File: src/rtl/scan_display.sv
// Time-multiplexed seven-segment scan driver: one digit per slot, with dead time,
// per-digit dp/blank/blink, leading-zero suppression and a frame-start pulse.
module scan_display #(
   parameter int DIGITS         = 8,
   parameter int SCAN_DIV       = 1000,
   parameter int BLANK_CYC      = 2,
   parameter int BLINK_DIV      = 8,
   parameter int ACTIVE_LOW_SEG = 0
) (
   input  logic                  CP,
   input  logic                  nCR,
   input  logic [4*DIGITS-1:0]   data,
   input  logic [DIGITS-1:0]     dp,
   input  logic [DIGITS-1:0]     blank,
   input  logic [DIGITS-1:0]     blink,
   input  logic                  lz_en,
   output logic [7:0]            codeout,
   output logic [DIGITS-1:0]     seg,
   output logic                  frame_sync
);

   localparam int IW = $clog2(DIGITS);
   localparam int CW = $clog2(SCAN_DIV);
   localparam int FW = $clog2(BLINK_DIV + 1);

   localparam logic [CW-1:0] CNT_LAST    = CW'(SCAN_DIV - 1);
   localparam logic [CW-1:0] BLANK_START = CW'(BLANK_CYC);
   localparam logic [IW-1:0] IDX_LAST    = IW'(DIGITS - 1);
   localparam logic [FW-1:0] FRM_LAST    = FW'(BLINK_DIV - 1);
   localparam logic [7:0]    INACTIVE    = (ACTIVE_LOW_SEG != 0) ? 8'hFF : 8'h00;

   logic [CW-1:0]     cnt;
   logic [IW-1:0]     idx;
   logic [FW-1:0]     frame_cnt;
   logic              blink_off;

   logic [3:0]        snap_nib;
   logic              snap_dp;
   logic              snap_blank;
   logic              snap_blink;
   logic              snap_supp;

   logic [DIGITS-1:0] supp_vec;
   logic              zero_run;
   logic [DIGITS-1:0] sel;
   logic [7:0]        dec;
   logic              visible;

   function automatic logic [6:0] hex7(input logic [3:0] n);
      case (n)
         4'h0: hex7 = 7'h3F;
         4'h1: hex7 = 7'h06;
         4'h2: hex7 = 7'h5B;
         4'h3: hex7 = 7'h4F;
         4'h4: hex7 = 7'h66;
         4'h5: hex7 = 7'h6D;
         4'h6: hex7 = 7'h7D;
         4'h7: hex7 = 7'h07;
         4'h8: hex7 = 7'h7F;
         4'h9: hex7 = 7'h6F;
         4'hA: hex7 = 7'h77;
         4'hB: hex7 = 7'h7C;
         4'hC: hex7 = 7'h39;
         4'hD: hex7 = 7'h5E;
         4'hE: hex7 = 7'h79;
         default: hex7 = 7'h71;
      endcase
   endfunction

   // Walk from the most significant digit down so zero_run covers digits i..DIGITS-1.
   always_comb begin
      // NOTE: every always_comb output gets a default before any branch or loop, so no latch is inferred.
      supp_vec = '0;
      zero_run = 1'b1;
      for (int i = DIGITS - 1; i >= 0; i--) begin
         zero_run    = zero_run & (data[4*i +: 4] == 4'h0) & ~dp[i];
         supp_vec[i] = lz_en & zero_run & (i != 0);
      end
   end

   always_comb begin
      sel      = '0;
      sel[idx] = 1'b1;
   end

   assign dec     = {snap_dp, hex7(snap_nib)};
   assign visible = ~snap_blank & ~snap_supp & ~(snap_blink & blink_off);

   always_ff @(posedge CP or negedge nCR) begin
      if (!nCR) begin
         cnt        <= '0;
         idx        <= '0;
         frame_cnt  <= '0;
         blink_off  <= 1'b0;
         snap_nib   <= 4'h0;
         snap_dp    <= 1'b0;
         snap_blank <= 1'b0;
         snap_blink <= 1'b0;
         snap_supp  <= 1'b0;
         seg        <= '0;
         codeout    <= INACTIVE;
         frame_sync <= 1'b0;
      end else begin
         // NOTE: sequential state uses non-blocking assignments, so every term below sees pre-edge values.
         if (cnt == CNT_LAST) begin
            cnt <= '0;
            if (idx == IDX_LAST) begin
               idx <= '0;
               if (frame_cnt == FRM_LAST) begin
                  frame_cnt <= '0;
                  blink_off <= ~blink_off;
               end else begin
                  frame_cnt <= frame_cnt + 1'b1;
               end
            end else begin
               idx <= idx + 1'b1;
            end
         end else begin
            cnt <= cnt + 1'b1;
         end

         // The snapshot is taken inside the dead time, so a slot never shows mixed inputs.
         if (cnt == '0) begin
            snap_nib   <= data[4*idx +: 4];
            snap_dp    <= dp[idx];
            snap_blank <= blank[idx];
            snap_blink <= blink[idx];
            snap_supp  <= supp_vec[idx];
         end

         frame_sync <= (cnt == CNT_LAST) && (idx == IDX_LAST);

         if ((cnt >= BLANK_START) && visible) begin
            seg     <= sel;
            codeout <= dec ^ INACTIVE;
         end else begin
            seg     <= '0;
            codeout <= INACTIVE;
         end
      end
   end

endmodule

File: config.mk
export PLATFORM = sky130hd
export DESIGN_NAME = scan_display
export DESIGN_NICKNAME = d
export VERILOG_FILES = /design/src/rtl/scan_display.sv
export SDC_FILE = /design/constraint.sdc
export NUM_CORES = 1
export LEC_CHECK = 0
export CAP_MARGIN = 40
export CORE_MARGIN = 2
export CORE_UTILIZATION = 51
export DETAILED_ROUTE_END_ITERATION = 12
export MAX_ROUTING_LAYER = met4
export PLACE_DENSITY = 0.86
export SLEW_MARGIN = 20
export SYNTH_ARGS = -nofsm -noshare
export SYNTH_HDL_FRONTEND = slang
export SYNTH_SLANG_ARGS = --single-unit
File: constraint.sdc
create_clock -name CP -period 4.9 [get_ports CP]
set_input_delay 0.735 -clock CP [delete_from_list [all_inputs] [get_ports CP]]
set_output_delay 0.735 -clock CP [all_outputs]
set_load 0.02 [all_outputs]
==> results.json, run 1 <==
{
  "wl_per_cell_um": 14.1,
  "worst_setup_hold_path_clk_slew_ns": 0.08,
  "first_global_vias": 1872,
  "floorplan.initialDensity_pct": 52.7,
  "antenna_violations_before_repair": 0,
  "power_per_cell_area_mw_per_mm2": 205,
  "critical-path-max-stage-delay_ns": 0.66,
  "run_status": "finished, final reports clean",
  "port_buffers": 75,
  "worst_pin_slew_ns": 0.720,
  "areaGrowthSynthToFinish_pct": 36.2,
  "mostFrequentLayoutCell": "sky130_fd_sc_hd__clkdlybuf4s50_1",
  "track_usage_pct": 21.2,
  "final_net_count": 370,
  "floorplan.die_area_mm2": 0.00546,
  "cts_setup_buffers": 0,
  "worst_r2r_path_depth": 6,
  "clock_tree.buffer_depth": 2,
  "fin_skew_ns": 0.00672,
  "critPathArrivalTime_ns": 2.57,
  "portion_of_the_clock_cycle_consumed_by_the_worst_path_in_the_final_layout_pct": 48.7,
  "finalWeightedCongestion": 0.909,
  "cellLeakagePower_nw": 1.43,
  "cp.required_ns": 5.08,
  "grt_remaining_overflow": 0,
  "number_of_top_level_design_ports": 76,
  "element_type_at_the_critical_path_end": "flop",
  "cts.sink_count": 43,
  "detailroute.via_count": 2024,
  "post-layout-total-power_w": 0.000695,
  "die_x_um": 73.9,
  "fillCellCount": 360,
  "critical_path.reg2reg.startpoint": "cnt[1]$_DFF_PN0_",
  "path_class": "flop to flop",
  "synth_cell_type_count": 43,
  "fp.dieH_um": 73.9,
  "syn-mean-instance-area_um2": 11.0,
  "worst_skew_pair.late_latency_ns": 0.29,
  "cts_resized": 0,
  "totalWireLength_mm": 5.17,
  "crit_path_start_kind": "flop",
  "number_of_hold_slack_violations_in_the_final_timing_report": 0,
  "dpl.hpwl_mm": 4.15,
  "clock_tree.htree_level_count": 2,
  "mean_number_of_vias_per_cell": 5.50,
  "most_frequent_cells_in_the_layout": "sky130_fd_sc_hd__clkdlybuf4s50_1 (74), sky130_fd_sc_hd__dfrtp_1 (43), sky130_fd_sc_hd__nor2_1 (26), sky130_fd_sc_hd__nand2_1 (20), sky130_fd_sc_hd__mux4_2 (15)",
  "drt_iter0_markers": 81,
  "synthFlopType": "sky130_fd_sc_hd__dfrtp_1",
  "mappedNetlistNets": 297,
  "relSlewSlack_pct": 52.0,
  "seq_total_area_yosys_pct": 43.2,
  "hold_buffers": 0,
  "design.core.area_mm2": 0.00472,
  "timing.critical_path.cells": "ha_1, nand2_1, nor4_4, and2_1, nand4_1, mux2_4",
  "drv_cap": 0,
  "final.setup.tns_ns": 0,
  "timing.hold.worst.class": "input pin to asynchronous set/reset pin",
  "critical_path.max_fanout": 13,
  "grt_max_degree": 26,
  "fmax_mhz": 419,
  "register_area_mm2": 0.00108,
  "number_of_enable_flip_flop_cells_after_synthesis": 0,
  "first_pass_grt_wire_length_mm": 8.54,
  "antenna_cells_inserted": 0,
  "multiInputGateArea_mm2": 0.00133,
  "drc_errors": 0,
  "timing.final.setup_violations": 0,
  "root_buffer_master": "sky130_fd_sc_hd__clkbuf_8",
  "core.rowCount": 25,
  "critical-path-slowest-cell": "sky130_fd_sc_hd__nor4_4",
  "synth.yosys.warnings": 0,
  "timing.final.crit_period_ns": 2.39,
  "syn-instance-count": 227,
  "tritoncts_clock_tree": "built",
  "rsz0062_at_grt": "false",
  "synth_seq_cells": 43,
  "postSynth.asyncResetShare_pct": 100,
  "cts_inserted_buffers": 5,
  "postRouteAntennaNets": 0,
  "synth_area_mm2": 0.00249,
  "whs_ns": 0.380,
  "peakVddDrop_uv": 116,
  "ff2ff_setup_slack_ns": 2.51,
  "rr_endpoint": "frame_cnt[3]$_DFFE_PN0P_",
  "drt-pass1-iter-count": 4,
  "slew_viol_final": 0,
  "proportion_of_layout_cells_with_a_drive_suffix_above_1_pct": 11.6
}
==> final cells by class <==
class	count	share of cell area, %
clock buffers	6	2.14
well taps	67	2.47
inverters	9	0.996
repair buffers	78	23.2
multi-input cells	163	39.1
flip-flops and latches	43	31.7
clock inverters	2	0.369
==> cells by family after synthesis <==
group	Yosys count	synth area share (%)
xor gates and xnor gates	9	3.16
buffers and inverters	21	3.62
adders and majority gates	11	5.52
and+or+nand+nor	90	18.6
muxes	29	19.6
DFF	43	43.2
AOI/OAI and AO/OA	24	6.33
==> per-layer routing <==
layer  track usage [%]  vias to the layer above  wire length (um)  share of wire, %
met2              33.4                       86              2560                50
met4              6.67                        0                63               1.2
met5                 -                        -                 0                 0
met3              5.08                        7               313               6.1
met1              27.1                      963              2230                43
li1                  -                      968                 -                 -
==> state kept, by name (all words and copies together) (netlist names) <==
name,flops
snap_blink,1
blink_off,1
snap_nib,4
snap_dp,1
idx,3
codeout,8
snap_blank,1
seg,8
cnt,10
frame_sync,1
frame_cnt,4
snap_supp,1
==> worst max-delay path: cells and delay by family (launching register included) <==
family        cells  cell delay (ns)
fa+ha+maj         1             0.25
simple gates      4             1.29
flops             1             0.43
mux               1             0.31
==> worst max-delay path by stage <==
| stage | from | end |
|---|---|---|
| floorplan | data[10] | snap_supp$_DFFE_PN0N_ |
| global placement | data[10] | snap_supp$_DFFE_PN0N_ |
| detailed placement | data[10] | snap_supp$_DFFE_PN0N_ |
| CTS | cnt[1]$_DFF_PN0_ | frame_cnt[3]$_DFFE_PN0P_ |
| global route | cnt[1]$_DFF_PN0_ | frame_cnt[3]$_DFFE_PN0P_ |
| finish | cnt[1]$_DFF_PN0_ | frame_cnt[3]$_DFFE_PN0P_ |
==> stage by stage <==
stage	area [um^2]	util (%)	setup WS, ns	instances
2_1_floorplan	2490	-	2.93	227
4_1_cts	3390	71.8	2.51	368
5_1_grt	3390	71.8	2.36	368
3_5_place_dp	3310	70.0	2.39	360
6_report	3390	71.8	2.51	368
3_3_place_gp	3270	69.3	2.45	358
==> Yosys cell counts (2+ instances only) <==
library cell | n | share of area (%)
sky130_fd_sc_hd__a211oi_1 | 2 | 0.60
sky130_fd_sc_hd__a21oi_1 | 2 | 0.40
sky130_fd_sc_hd__a31oi_1 | 2 | 0.50
sky130_fd_sc_hd__buf_1 | 2 | 0.30
sky130_fd_sc_hd__buf_2 | 3 | 0.60
sky130_fd_sc_hd__buf_4 | 2 | 0.60
sky130_fd_sc_hd__clkbuf_1 | 5 | 0.75
sky130_fd_sc_hd__dfrtp_1 | 43 | 43
sky130_fd_sc_hd__ha_1 | 11 | 5.5
sky130_fd_sc_hd__inv_1 | 8 | 1.2
sky130_fd_sc_hd__mux2_2 | 4 | 1.8
sky130_fd_sc_hd__mux2i_1 | 9 | 3.6
sky130_fd_sc_hd__mux4_2 | 15 | 14
sky130_fd_sc_hd__nand2_1 | 20 | 3.0
sky130_fd_sc_hd__nand2b_1 | 5 | 1.3
sky130_fd_sc_hd__nand3_1 | 3 | 0.60
sky130_fd_sc_hd__nand4_1 | 3 | 0.75
sky130_fd_sc_hd__nor2_1 | 26 | 3.9
sky130_fd_sc_hd__nor2b_1 | 3 | 0.75
sky130_fd_sc_hd__nor3_1 | 11 | 2.2
sky130_fd_sc_hd__nor4_1 | 7 | 1.8
sky130_fd_sc_hd__o21ai_0 | 11 | 2.2
sky130_fd_sc_hd__or4_1 | 3 | 0.90
sky130_fd_sc_hd__xnor2_1 | 7 | 2.5
sky130_fd_sc_hd__xor2_1 | 2 | 0.70
==> where the power goes <==
| group | switching, W | internal (W) | total, W |
|---|---|---|---|
| Combinational | 0.0000402 | 0.0000712 | 0.000111 |
| Clock | 0.000115 | 0.0000995 | 0.000215 |
| Sequential | 0.00000656 | 0.000363 | 0.000369 |
(Power assumes the default switching activity.)
==> run 2: changes to the inputs <==
- CORE_UTILIZATION: 51 -> 47
- PLACE_DENSITY: 0.86 -> 0.8
- clock period: 4.9 -> 2.4 ns (I/O delays scaled with it)
==> run 2 against run 1 <==
  * Clock skew grew 0.0041 ns
  * Clock power grew to 2.6 times the previous value
  * First-iteration DRC count grew 30%
  * Routed wire length grew 1.2%
  * Clock-buffer cell count shrank 1
  * Largest cell class unchanged
==> results.json, run 2 (same netlist as run 1, synthesis figures left out) <==
{
  "worst_setup_hold_path_clk_slew_ns": 0.08,
  "cp_top_family": "simple AND/OR/NAND/NOR gates",
  "power_per_cell_area_mw_per_mm2": 443,
  "cts.sink_count": 43,
  "timing.critical_path.cells": "ha_1, nand2_1, nor4_4, and2_1, nand4_1, mux2_4",
  "portion_of_the_clock_cycle_consumed_by_the_worst_path_in_the_final_layout_pct": 81.1,
  "number_of_top_level_design_ports": 76,
  "fillCellCount": 417,
  "die_x_um": 76.8,
  "cellLeakagePower_nw": 1.47,
  "element_type_at_the_critical_path_end": "flop",
  "number_of_hold_slack_violations_in_the_final_timing_report": 0,
  "floorplan.die_area_mm2": 0.00590,
  "cts_resized": 0,
  "whs_ns": 0.00699,
  "track_usage_pct": 19.6,
  "clock_tree.buffer_depth": 2,
  "first_global_vias": 2017,
  "final.setup.tns_ns": 0,
  "critical-path-max-stage-delay_ns": 0.44,
  "clock_tree.htree_level_count": 2,
  "relSlewSlack_pct": 69.2,
  "mean_number_of_vias_per_cell": 5.38,
  "grt_max_degree": 26,
  "timing.hold.worst.class": "input pin to asynchronous set/reset pin",
  "detailroute.via_count": 2024,
  "postRouteAntennaNets": 0,
  "final_net_count": 375,
  "floorplan.initialDensity_pct": 48.8,
  "path_class": "flop to flop",
  "run_status": "finished, final reports clean",
  "cts_setup_buffers": 0,
  "core.rowCount": 26,
  "critPathArrivalTime_ns": 2.13,
  "fin_skew_ns": 0.0108,
  "worstPathBufferInverterCount": 0,
  "drc_errors": 0,
  "timing.final.crit_period_ns": 1.95,
  "largest_register_ff_count": 10,
  "port_buffers": 75,
  "drv_cap": 0,
  "drt_iter0_markers": 105,
  "critical_path.max_fanout": 6,
  "peakVddDrop_uv": 308,
  "grt_remaining_overflow": 0,
  "design.core.area_mm2": 0.00511,
  "slew_viol_final": 0,
  "wl_per_cell_um": 13.9,
  "mostFrequentLayoutCell": "sky130_fd_sc_hd__clkdlybuf4s50_1",
  "critical-path-slowest-cell": "sky130_fd_sc_hd__dfrtp_1",
  "crit_path_start_kind": "flop",
  "cp.required_ns": 2.58,
  "tritoncts_clock_tree": "built",
  "proportion_of_layout_cells_with_a_drive_suffix_above_1_pct": 13.4,
  "rsz0062_at_grt": "false",
  "fmax_mhz": 514,
  "finalWeightedCongestion": 0.866,
  "reg_top3": "cnt (10), codeout (8), seg (8)",
  "dpl.hpwl_mm": 4.19,
  "hold_buffers": 0,
  "worst_skew_pair.late_latency_ns": 0.29,
  "fp.dieH_um": 76.8,
  "antenna_violations_before_repair": 0,
  "largest-register": "cnt",
  "timing.final.setup_violations": 0,
  "first_pass_grt_wire_length_mm": 9.05,
  "cts_inserted_buffers": 5,
  "finish.utilization_pct": 67.8,
  "areaGrowthSynthToFinish_pct": 38.9,
  "most_frequent_cells_in_the_layout": "sky130_fd_sc_hd__clkdlybuf4s50_1 (74), sky130_fd_sc_hd__dfrtp_1 (43), sky130_fd_sc_hd__nor2_1 (26), sky130_fd_sc_hd__nand2_1 (20), sky130_fd_sc_hd__mux4_2 (15)",
  "root_buffer_master": "sky130_fd_sc_hd__clkbuf_8",
  "drt-pass1-iter-count": 4,
  "worst_pin_slew_ns": 0.462,
  "antenna_cells_inserted": 0,
  "totalWireLength_mm": 5.23
}
[run 2: cell types whose count changed in the layout (fill, tap and decap cells not counted), sizes merged]
cell,change
clkbuf,-1
buf,+5
bufinv,+1
clkinv,+1
clkinvlp,-1
[run 2: worst register-to-register path: stages (launching register included)]
cell,delay (ns)
sky130_fd_sc_hd__dfrtp_1,0.44
sky130_fd_sc_hd__ha_1,0.23
sky130_fd_sc_hd__nand2_1,0.13
sky130_fd_sc_hd__nor4_4,0.30
sky130_fd_sc_hd__and2_1,0.28
sky130_fd_sc_hd__nand4_1,0.15
sky130_fd_sc_hd__mux2_4,0.31
[run 2: path summary, 6_finish.rpt]
path | start | slack, ns | to | cells after the start
setup / recovery | cnt[1]$_DFF_PN0_ | 0.45 | frame_cnt[3]$_DFFE_PN0P_ | 6
hold / removal | nCR | 0.007 | cnt[6]$_DFF_PN0_ | 1
setup reg to reg | cnt[1]$_DFF_PN0_ | 0.45 | frame_cnt[3]$_DFFE_PN0P_ | 6
hold reg to reg | cnt[0]$_DFF_PN0_ | 0.49 | cnt[0]$_DFF_PN0_ | 1
max in group asynchronous | nCR | 1.91 | codeout[4]$_DFF_PN0_ | 2
min in group CP | cnt[0]$_DFF_PN0_ | 0.49 | cnt[0]$_DFF_PN0_ | 1
[run 2: final cells by class]
type	instances	area (um^2)	area share (%)
multi-input cells	163	1330	38.3
flip-flops and latches	43	1080	31.1
repair buffers	83	826	23.9
well taps	70	87.6	2.53
clock buffers	5	68.8	1.99
clock inverters	3	43.8	1.27
inverters	9	33.8	0.976
[run 2: power by group]
group	internal, W	switching [W]
Combinational	0.000145	0.0000817
Sequential	0.000740	0.0000134
Clock	0.000310	0.000242
Total	0.00120	0.000337
[run 2: stage by stage]
step	area, um^2	total power, W	setup slack (ns)	std cells
2_1_floorplan	2490	0.000842	0.545	227
3_3_place_gp	3320	0.000987	0.309	367
3_5_place_dp	3350	0.000997	0.211	368
4_1_cts	3460	0.00155	0.422	376
5_1_grt	3460	0.00160	0.278	376
6_report	3460	0.00153	0.455	376
[run 2: routing by layer]
| layer | global-route usage [%] | routed length (um) | vias up |
|---|---|---|---|
| li1 | - | - | 985 |
| met1 | 25.0 | 2310 | 953 |
| met2 | 32.0 | 2610 | 80 |
| met3 | 3.53 | 263 | 6 |
| met4 | 6.18 | 48 | 0 |
| met5 | - | 0 | - |
